**src/rtl/mult_seq_approx_pkg.sv**
```systemverilog
// rtl/mult_seq_approx_pkg.sv - shared types and helpers for the approximate sequential multiplier
package mult_approx_pkg;

    typedef enum logic [1:0] {
        IDLE = 2'd0,
        RUN  = 2'd1,
        DONE = 2'd2
    } mult_state_e;

    // The trunc field must be able to express 0..2*width, plus headroom for out-of-range requests.
    function automatic int trunc_width(input int width);
        return $clog2(2 * width) + 1;
    endfunction

    function automatic int clamp_trunc(input int width, input int trunc);
        return (trunc > 2 * width) ? 2 * width : trunc;
    endfunction

    localparam int DEFAULT_WIDTH = 16;
    localparam int DEFAULT_TW    = trunc_width(DEFAULT_WIDTH);

endpackage

```
**src/rtl/mult_seq_approx_if.sv**
```systemverilog
// rtl/mult_seq_approx_if.sv - operand and product valid/ready channels of the multiplier
interface mult_seq_approx_if
    import mult_approx_pkg::*;
#(
    parameter int WIDTH = DEFAULT_WIDTH,
    parameter int TW    = trunc_width(WIDTH)
);

    logic                 in_valid;
    logic                 in_ready;
    logic [WIDTH-1:0]     in_a;
    logic [WIDTH-1:0]     in_b;
    logic [TW-1:0]        in_trunc;
    logic                 out_valid;
    logic                 out_ready;
    logic [2*WIDTH-1:0]   out_p;
    logic [TW-1:0]        out_trunc;

    modport master (
        output in_valid,
        input  in_ready,
        output in_a,
        output in_b,
        output in_trunc,
        input  out_valid,
        output out_ready,
        input  out_p,
        input  out_trunc
    );

    modport slave (
        input  in_valid,
        output in_ready,
        input  in_a,
        input  in_b,
        input  in_trunc,
        output out_valid,
        input  out_ready,
        output out_p,
        output out_trunc
    );

endinterface

```
**src/rtl/mult_seq_approx_pp_col_mask.sv**
```systemverilog
// rtl/mult_seq_approx_pp_col_mask.sv - trunc value to result-column keep mask
module pp_col_mask
    import mult_approx_pkg::*;
#(
    parameter int WIDTH = DEFAULT_WIDTH,
    parameter int TW    = trunc_width(WIDTH)
) (
    input  logic [TW-1:0]        trunc,
    output logic [2*WIDTH-1:0]   mask
);

    // Column j survives when j >= trunc; trunc >= 2*WIDTH clears every column.
    for (genvar j = 0; j < 2 * WIDTH; j++) begin : g_col
        localparam logic [TW-1:0] COL = TW'(j);
        assign mask[j] = (COL >= trunc);
    end

endmodule

```
**src/rtl/mult_seq_approx.sv**
```systemverilog
// rtl/mult_seq_approx.sv - iterative shift-add multiplier with run-time low-column truncation
module mult_seq_approx
    import mult_approx_pkg::*;
#(
    parameter int WIDTH = DEFAULT_WIDTH,
    parameter int TW    = trunc_width(WIDTH)
) (
    input  logic              clk,
    input  logic              rst_n,
    mult_seq_approx_if.slave  bus
);

    localparam int PW = 2 * WIDTH;
    localparam int CW = (WIDTH > 2) ? $clog2(WIDTH) : 1;
    localparam logic [CW-1:0] LAST_STEP = CW'(WIDTH - 1);

    mult_state_e        state_q;
    mult_state_e        state_d;

    logic [WIDTH-1:0]   a_q;
    logic [WIDTH-1:0]   b_q;
    logic [TW-1:0]      trunc_q;
    logic [CW-1:0]      cnt_q;
    logic [PW-1:0]      acc_q;

    logic [PW-1:0]      out_p_q;
    logic [TW-1:0]      out_trunc_q;
    logic               out_valid_q;

    logic [PW-1:0]      col_mask;
    logic [PW-1:0]      pp;
    logic               accept;
    logic               step;
    logic               load_out;
    logic               handshake;

    pp_col_mask #(
        .WIDTH (WIDTH),
        .TW    (TW)
    ) u_col_mask (
        .trunc (trunc_q),
        .mask  (col_mask)
    );

    always_comb begin
        pp = '0;
        if (b_q[cnt_q]) begin
            pp = {{WIDTH{1'b0}}, a_q} << cnt_q;
        end
    end

    always_ff @(posedge clk or negedge rst_n) begin
        if (!rst_n) begin
            state_q <= IDLE;
        end else begin
            state_q <= state_d;
        end
    end

    // DONE spends its first cycle loading the output registers, then waits for the handshake.
    always_comb begin
        state_d   = state_q;
        accept    = 1'b0;
        step      = 1'b0;
        load_out  = 1'b0;
        handshake = 1'b0;
        unique case (state_q)
            IDLE: begin
                if (bus.in_valid) begin
                    accept  = 1'b1;
                    state_d = RUN;
                end
            end
            RUN: begin
                step = 1'b1;
                if (cnt_q == LAST_STEP) begin
                    state_d = DONE;
                end
            end
            DONE: begin
                if (!out_valid_q) begin
                    load_out = 1'b1;
                end else if (bus.out_ready) begin
                    handshake = 1'b1;
                    state_d   = IDLE;
                end
            end
            default: state_d = IDLE;
        endcase
    end

    always_ff @(posedge clk or negedge rst_n) begin
        if (!rst_n) begin
            a_q     <= '0;
            b_q     <= '0;
            trunc_q <= '0;
            cnt_q   <= '0;
            acc_q   <= '0;
        end else if (accept) begin
            a_q     <= bus.in_a;
            b_q     <= bus.in_b;
            trunc_q <= TW'(clamp_trunc(WIDTH, int'(bus.in_trunc)));
            cnt_q   <= '0;
            acc_q   <= '0;
        end else if (step) begin
            acc_q   <= acc_q + (pp & col_mask);
            cnt_q   <= cnt_q + 1'b1;
        end
    end

    always_ff @(posedge clk or negedge rst_n) begin
        if (!rst_n) begin
            out_p_q     <= '0;
            out_trunc_q <= '0;
            out_valid_q <= 1'b0;
        end else if (load_out) begin
            out_p_q     <= acc_q;
            out_trunc_q <= trunc_q;
            out_valid_q <= 1'b1;
        end else if (handshake) begin
            out_valid_q <= 1'b0;
        end
    end

    assign bus.in_ready  = (state_q == IDLE);
    assign bus.out_valid = out_valid_q;
    assign bus.out_p     = out_p_q;
    assign bus.out_trunc = out_trunc_q;

endmodule

```
**src/flat_wrapper.sv**
```systemverilog
// flat-port wrapper written by rule: the top's interface ports become plain ports
module mult_seq_approx_flat import mult_approx_pkg::*;
#(
    parameter int WIDTH = DEFAULT_WIDTH,
    parameter int TW    = trunc_width(WIDTH)
)
  (clk, rst_n, bus_in_valid, bus_in_ready, bus_in_a, bus_in_b, bus_in_trunc, bus_out_valid, bus_out_ready, bus_out_p, bus_out_trunc);
  mult_seq_approx_if #(.WIDTH(WIDTH), .TW(TW)) bus_i ();
  input  logic clk;
  input  logic rst_n;
  input wire logic [$bits(bus_i.in_valid)-1:0] bus_in_valid;
  output wire logic [$bits(bus_i.in_ready)-1:0] bus_in_ready;
  input wire logic [$bits(bus_i.in_a)-1:0] bus_in_a;
  input wire logic [$bits(bus_i.in_b)-1:0] bus_in_b;
  input wire logic [$bits(bus_i.in_trunc)-1:0] bus_in_trunc;
  output wire logic [$bits(bus_i.out_valid)-1:0] bus_out_valid;
  input wire logic [$bits(bus_i.out_ready)-1:0] bus_out_ready;
  output wire logic [$bits(bus_i.out_p)-1:0] bus_out_p;
  output wire logic [$bits(bus_i.out_trunc)-1:0] bus_out_trunc;
  assign bus_i.in_valid = bus_in_valid;
  assign bus_in_ready = bus_i.in_ready;
  assign bus_i.in_a = bus_in_a;
  assign bus_i.in_b = bus_in_b;
  assign bus_i.in_trunc = bus_in_trunc;
  assign bus_out_valid = bus_i.out_valid;
  assign bus_i.out_ready = bus_out_ready;
  assign bus_out_p = bus_i.out_p;
  assign bus_out_trunc = bus_i.out_trunc;
  mult_seq_approx #(.WIDTH(WIDTH), .TW(TW)) u_core (.clk(clk), .rst_n(rst_n), .bus(bus_i));
endmodule
```
**config.mk**
```make
export PLATFORM = sky130hd
export DESIGN_NAME = mult_seq_approx_flat
export DESIGN_NICKNAME = d
export VERILOG_FILES = /design/src/rtl/mult_seq_approx_pkg.sv /design/src/rtl/mult_seq_approx_if.sv /design/src/rtl/mult_seq_approx_pp_col_mask.sv /design/src/rtl/mult_seq_approx.sv /design/src/flat_wrapper.sv
export SDC_FILE = /design/constraint.sdc
export NUM_CORES = 1
export LEC_CHECK = 0
export ABC_AREA = 1
export BUFFER_PORTS_ARGS = -buffer_cell sky130_fd_sc_hd__buf_2
export CAP_MARGIN = 20
export CORE_ASPECT_RATIO = 0.5
export CORE_MARGIN = 5
export CORE_UTILIZATION = 35
export CTS_CLUSTER_DIAMETER = 50
export DETAILED_ROUTE_END_ITERATION = 7
export SLEW_MARGIN = 15
export SYNTH_ARGS = -nofsm -noshare
export SYNTH_HDL_FRONTEND = slang
export SYNTH_SLANG_ARGS = --single-unit
```
**constraint.sdc**
```tcl
create_clock -name clk -period 3.49 [get_ports clk]
set_input_delay 0.1745 -clock clk [delete_from_list [all_inputs] [get_ports clk]]
set_output_delay 0.1745 -clock clk [all_outputs]
set_load 0.005 [all_outputs]
```
**Word level (Yosys, flattened, before mapping)**

Cells that the tools add are included.

- Equal/unequal tests: 7
- $add $sub $neg: 2
- Shifts and indexed selects: 1
- Magnitude comparators: 34
- Bitwise gates (word level): 1
- Div/mod/pow operators: 0
- $mul: 0
- Reductions and logical operators: 4
- Mux-type cells: 23

Operators with widths:

| operator | number |
|---|---|
| >= comparator 5 x 6 -> 1 bit, first input constant | 16 |
| two-way mux 32 bit | 3 |
| >= comparator 4 x 6 -> 1 bit, first input constant | 8 |
| adder 32 bit | 1 |
| bitwise AND 32 bit | 1 |
| << shifter 16 x 4 -> 32 bit | 1 |
| >= comparator 3 x 6 -> 1 bit, first input constant | 4 |
| >= comparator 1 x 6 -> 1 bit, first input constant | 2 |
| >= comparator 2 x 6 -> 1 bit, first input constant | 2 |
| two-way mux 1 bit | 11 |
| two-way mux 2 bit | 4 |
| two-way mux 4 bit | 2 |
| > comparator 6 bit, second input constant | 1 |
| two-way mux 6 bit | 1 |
| case mux 2 bit (3 select lines) | 1 |
| less-than comparator 4 x 5 -> 1 bit, second input constant | 1 |
| adder 4 x 1 -> 4 bit, second input constant | 1 |
| binary-select mux 1 bit (select 4 bit) | 1 |
| equality test 4 bit, second input constant | 1 |
| inequality test 2 x 1 -> 1 bit, second input constant | 2 |
| inequality test 2 bit, second input constant | 2 |
| AND reduction 4 bit | 1 |
| nonzero test 2 bit | 2 |
| equality test 2 x 1 -> 1 bit, second input constant | 1 |
| other kinds (2) | 2 |

- Bits in registers: 115
- Latch bits: 0
- Memories kept: 0
- Word-level logic and storage cells: 81
- Output and inout bits: 40
- ROM bits: 0
- RAM bits: 0
- Input port bits: 42

**Longest topological paths before layout**

- Depth in word-level cells: 7
- Mapped depth: 25
- Depth with buffers taken out: 23

**Hierarchy**

From an unflattened synthesis, not the netlist that was laid out.

- Cells, all modules: 1296
- Area, all modules: 8267.9 µm²

By module, submodules not included:

| module | cells each | area an instance (µm²) | seq. area each (µm²) | times used |
|---|---|---|---|---|
| mult_seq_approx | 1226 | 7962.6 | 2877.8 | 1 |
| pp_col_mask | 70 | 305.3 | 0.0 | 1 |

**Worst setup path before layout**

No wires, ideal clock.

- Path kind: register to register
- Start: register u_core.cnt_q[0]
- End: register u_core.acc_q[20]
- Setup time: 0.126 ns
- Stages on the path, launching flop included: 21
- Path buffers: 2
- Arrival time: 2.588 ns
- Path slack: 0.775 ns
- Path through: dfrtp_1 > buf_6 > inv_8 > buf_8 > nor2_1 > o211ai_2 > nand3_4 > nor4_1 > ha_1 > inv_1 > fa_1 > inv_1 > nand3_1 > nand3_1 > nand2_1 > nand3_1 > nand2_1 > nand2_1 > nand2_1 > nand3_1 > o21ai_0

- Longest elaborated chain between the ends: 7
- Elaborated cells on any way between the ends: 8
- Classes of those cells: 1 x add/sub; 1 x shift; 5 x mux; 1 x bitwise

Ends and longest elaborated chain:

| element | RTL line | text |
|---|---|---|
| start, declared | mult_seq_approx.sv:23 | `logic [CW-1:0] cnt_q;` |
| start signal, assigned | mult_seq_approx.sv:107 | `cnt_q <= cnt_q + 1'b1;` |
| binary-select mux 1 bit (select 4 bit) | mult_seq_approx.sv:47 | `if (b_q[cnt_q]) begin` |
| two-way mux 1 bit (not written as such) | mult_seq_approx.sv:47 |  |
| two-way mux 32 bit (*) | mult_seq_approx.sv:47 |  |
| bitwise AND 32 bit (*) | mult_seq_approx.sv:106 | `acc_q <= acc_q + (pp & col_mask);` |
| adder 32 bit (*) | mult_seq_approx.sv:106 |  |
| two-way mux 32 bit (*) | mult_seq_approx.sv:105 | `end else if (step) begin` |
| two-way mux 32 bit (*) | mult_seq_approx.sv:99 | `end else if (accept) begin` |
| end signal, assigned | mult_seq_approx.sv:106 |  |
| end, declared | mult_seq_approx.sv:24 | `logic [PW-1:0] acc_q;` |

Mark *: on every way between the ends. The rest lies on a longest branch, timed or not. The select of a mux whose other input is x is not followed.
A chain may end at the register's enable or synchronous reset.

**Worst setup path in the final report**

- Start: register u_core.cnt_q[0]
- End: register u_core.acc_q[25]

The elaborated chain is that of the path after synthesis.

==> flow_summary_export.csv <==
group,metric,value,unit
power,p_leak,5.61,nW
global_route,track_usage,0.195,
sta,maxSlewHeadroom,0.362,
die,die-area,26600,um2
sta,worst_pin_slew,0.957,ns
route,drtAntennaViolNets,0,
cts,cts_sinks,115,
placed_design,dpl_cell_area,8980,um2
global_route,overflow,0,
sta,final-setup-viol-count,0,
cts,cts.clk_slew.worst_paths,0.06,ns
synth,synth_common_cells,"nand2_1 (541), inv_1 (170), dfrtp_1 (115), o21ai_0 (89), nor2_1 (84)",
placed_design,gp_congestion,0.927,
die,die_h,118,um
critical_path,crit_type,"flop to flop",
hold_path,hold_path_class,"input port to flop",
placed_design,dp_cells,1664,
route,drc,0,
sta,fin_crit_sh,0.912,
sta,setup_tns,0,ns
global_route,met1_usage,0.295,
sta,min_period,3.18,ns
cts,cts_max_path_buffers,2,
placed_design,post-place-ws,0.00778,ns
synth,synth_top_area_frac,0.353,
synth,synth_top_area_cell,"dfrtp_1",
layout,fin_nets,1491,
layout,multi_input_area,4420,um2
sta,max_clock_freq,314,MHz
sta,hold_viol_final,0,
die,rows,39,
synth,synth_most_common_cell,"nand2_1",
sta,rsz0062_at_grt,"no",
cts,clkLatencyLatePin,0.43,ns
critical_path,ff2ff_setup_slack,0.31,ns
sta,finClkSkew,0.00891,ns
critical_path,r2r_start,"u_core.cnt_q[0]$_DFFE_PN0P_",
critical_path,worstPathArrival,3.50,ns
global_route,grt_max_degree,68,
critical_path,cp_data_required_time,3.81,ns
cts,cts_tree,"done",
sta,slew_viol_final,0,
layout,final_cells,1736,
placed_design,numPortBuffers,81,
synth,avgSynthCellArea,6.36,um2
placed_design,hpwl,19700,um
global_route,met2_usage,0.279,
synth,synth_cell_types,43,
global_route,grt_pass1_wl,41400,um
run,drv_cap,0,
route,via_count,8279,
synth,synth_edf_count,0,
synth,ys_seq_elements,115,
synth,async_flop_share,1.00,
critical_path,startpoint,"u_core.cnt_q[0]$_DFFE_PN0P_",
die,core_region_area,22800,um2
synth,ys_top_cells_by_area,"dfrtp_1 (35%), nand2_1 (25%), inv_1 (7.8%), o21ai_0 (5.5%), ha_1 (4.9%)",
global_route,grt_pass1_vias,7841,
layout,drive_gt1_frac,0.145,
route,drt-initial-drc-count,590,
synth,synthFlopType,"dfrtp_1",
hold_path,min_from,"bus_in_trunc[5]",
layout,syn_to_final_growth,24.1,%
route,drt_first_pass_iters,5,
critical_path,critPathLaunchType,"flop",
synth,yosysWarnings,0,
die,initial_utilization,0.357,
critical_path,end_kind,"flop",
die,top_level_ports,82,
die,die_w,226,um
layout,fill_cells,2406,
synth,yosysSeqAreaShare,0.353,
global_route,grtUsageMet3,0.0446,
cts,clockRootBuffer,"clkbuf_16",
sta,finalWorstSetupSlack,0.307,ns
route,via_per_inst,4.77,
power,irDropWorstVdd,0.000400,V
layout,finish.utilization,0.442,
layout,final_area,10100,um2
route,drt-total-wl,25500,um
synth,netlist_area,8140,um2
power,powerDensity,825,nW/um2
critical_path,critPathMaxFanout,13,
global_route,busiest_layer,"met1",
synth,syn_inst,1281,
route,wire_per_inst,14.7,um
global_route,antenna_found_initial,0,
cts,h-tree-depth,4,
status,outcome,"complete, no violations",
layout,register_area,2880,um2
cts,cts_buffers,17,
layout,n_antenna_cell,0,
synth,syn-num-nets,1356,
[sequential cells by signal (all words and copies together) (netlist names)]
signal                cells
u_core.bus.out_valid      1
u_core.a_q               16
u_core.cnt_q              4
u_core.bus.out_p         32
u_core.trunc_q            6
u_core.state_q            2
u_core.acc_q             32
u_core.b_q               16
u_core.bus.out_trunc      6
[metrics by stage]
step / total power [mW] / hold slack (ns)
finish: 8.33 / 0.0774
global route: 9.03 / 0.0877
CTS: 8.28 / 0.0553
detailed placement: 6.18 / 0.247
global placement: 6.16 / 0.242
floorplan: 4.94 / -0.121
[layer usage]
| metal | vias up | part of all wire | wire length, um |
|---|---|---|---|
| met5 | - | 0 | 0 |
| met4 | 0 | 0.013 | 342 |
| met3 | 29 | 0.048 | 1220 |
| met2 | 178 | 0.41 | 10600 |
| met1 | 3816 | 0.52 | 13400 |
| li1 | 4256 | - | - |
[worst max-delay path, stage by stage (launching register included)]
cell     delay [ns]
dfrtp_2        0.48
buf_4          0.20
buf_4          0.15
or2_1          0.21
o21ai_0        0.12
nand2_1        0.12
nand3_1        0.10
o21ai_2        0.07
nand2_1        0.06
nand2_1        0.09
nand2_2        0.09
nor2_2         0.04
ha_1           0.37
nand2_1        0.14
nor2_1         0.20
nand2_1        0.11
nor2_1         0.11
nand2_1        0.09
nand3_1        0.09
nand2_1        0.05
nand3_1        0.09
nand2_1        0.07
[final timing paths]
check / to / cells after the start
max: u_core.acc_q[25]$_DFFE_PN0P_ / 21
max in group asynchronous: u_core.acc_q[20]$_DFFE_PN0P_ / 3
min: u_core.trunc_q[3]$_DFFE_PN0P_ / 4
max reg2reg: u_core.acc_q[25]$_DFFE_PN0P_ / 21
min in group asynchronous: u_core.b_q[11]$_DFFE_PN0P_ / 2
min reg2reg: u_core.bus.out_p[29]$_DFFE_PN0P_ / 2
[final cells by class]
cell class              instances  share of cell area
repair buffers                154               0.105
clock inverters                13              0.0229
clock buffers                  19              0.0438
inverters                     179              0.0674
flip-flops and latches        115               0.285
multi-input cells             949               0.438
well taps                     307              0.0380
[cell families (layout without fill, tap and decap cells)]
family          after synthesis  after routing  share of synthesized area
fa+ha+maj                    33             33                     0.0516
buf+inv                     217            365                      0.110
flops                       115            115                      0.353
simple gates                746            746                      0.372
compound gates              170            170                      0.113
[power breakdown]
part           internal, mW  switching, mW
clock                  1.36          0.660
combinational          1.40           2.77
sequential             1.75          0.405
[timing repair]
| item | 4_1_cts | 5_1_grt |
|---|---|---|
| buffers inserted | 0 | 2 |
| endpoints found under the hold margin | 85 | 0 |
| setup endpoints to repair | 2 | 23 |
| gates resized for setup | 2 | 13 |
| hold buffers | 38 | 0 |
[placed cells by master, fill, tap and decap left out, types with 2 or more instances in the layout]
cell type	Yosys	layout
nand2_1	541	538
inv_1	170	169
dfrtp_1	115	113
o21ai_0	89	89
buf_2	6	80
nor2_1	84	79
nand3_1	66	66
dlygate4sd3_1	0	38
a21oi_1	37	37
buf_4	1	35
ha_1	32	31
o21ai_1	19	19
nor2_2	13	18
clkbuf_16	0	17
nand2_2	9	12
nor3_1	10	10
o22ai_1	9	9
inv_2	7	8
bufinv_16	0	6
and2_1	5	5
o21ai_2	4	4
or2_1	4	4
nand4_1	4	4
or2_2	4	4
clkinv_2	1	3
o21bai_1	3	3
clkinv_4	0	3
o211ai_2	2	2
a31oi_1	2	2
clkinvlp_4	0	2
dfrtp_2	0	2
Power figures use the tool's default switching activity.
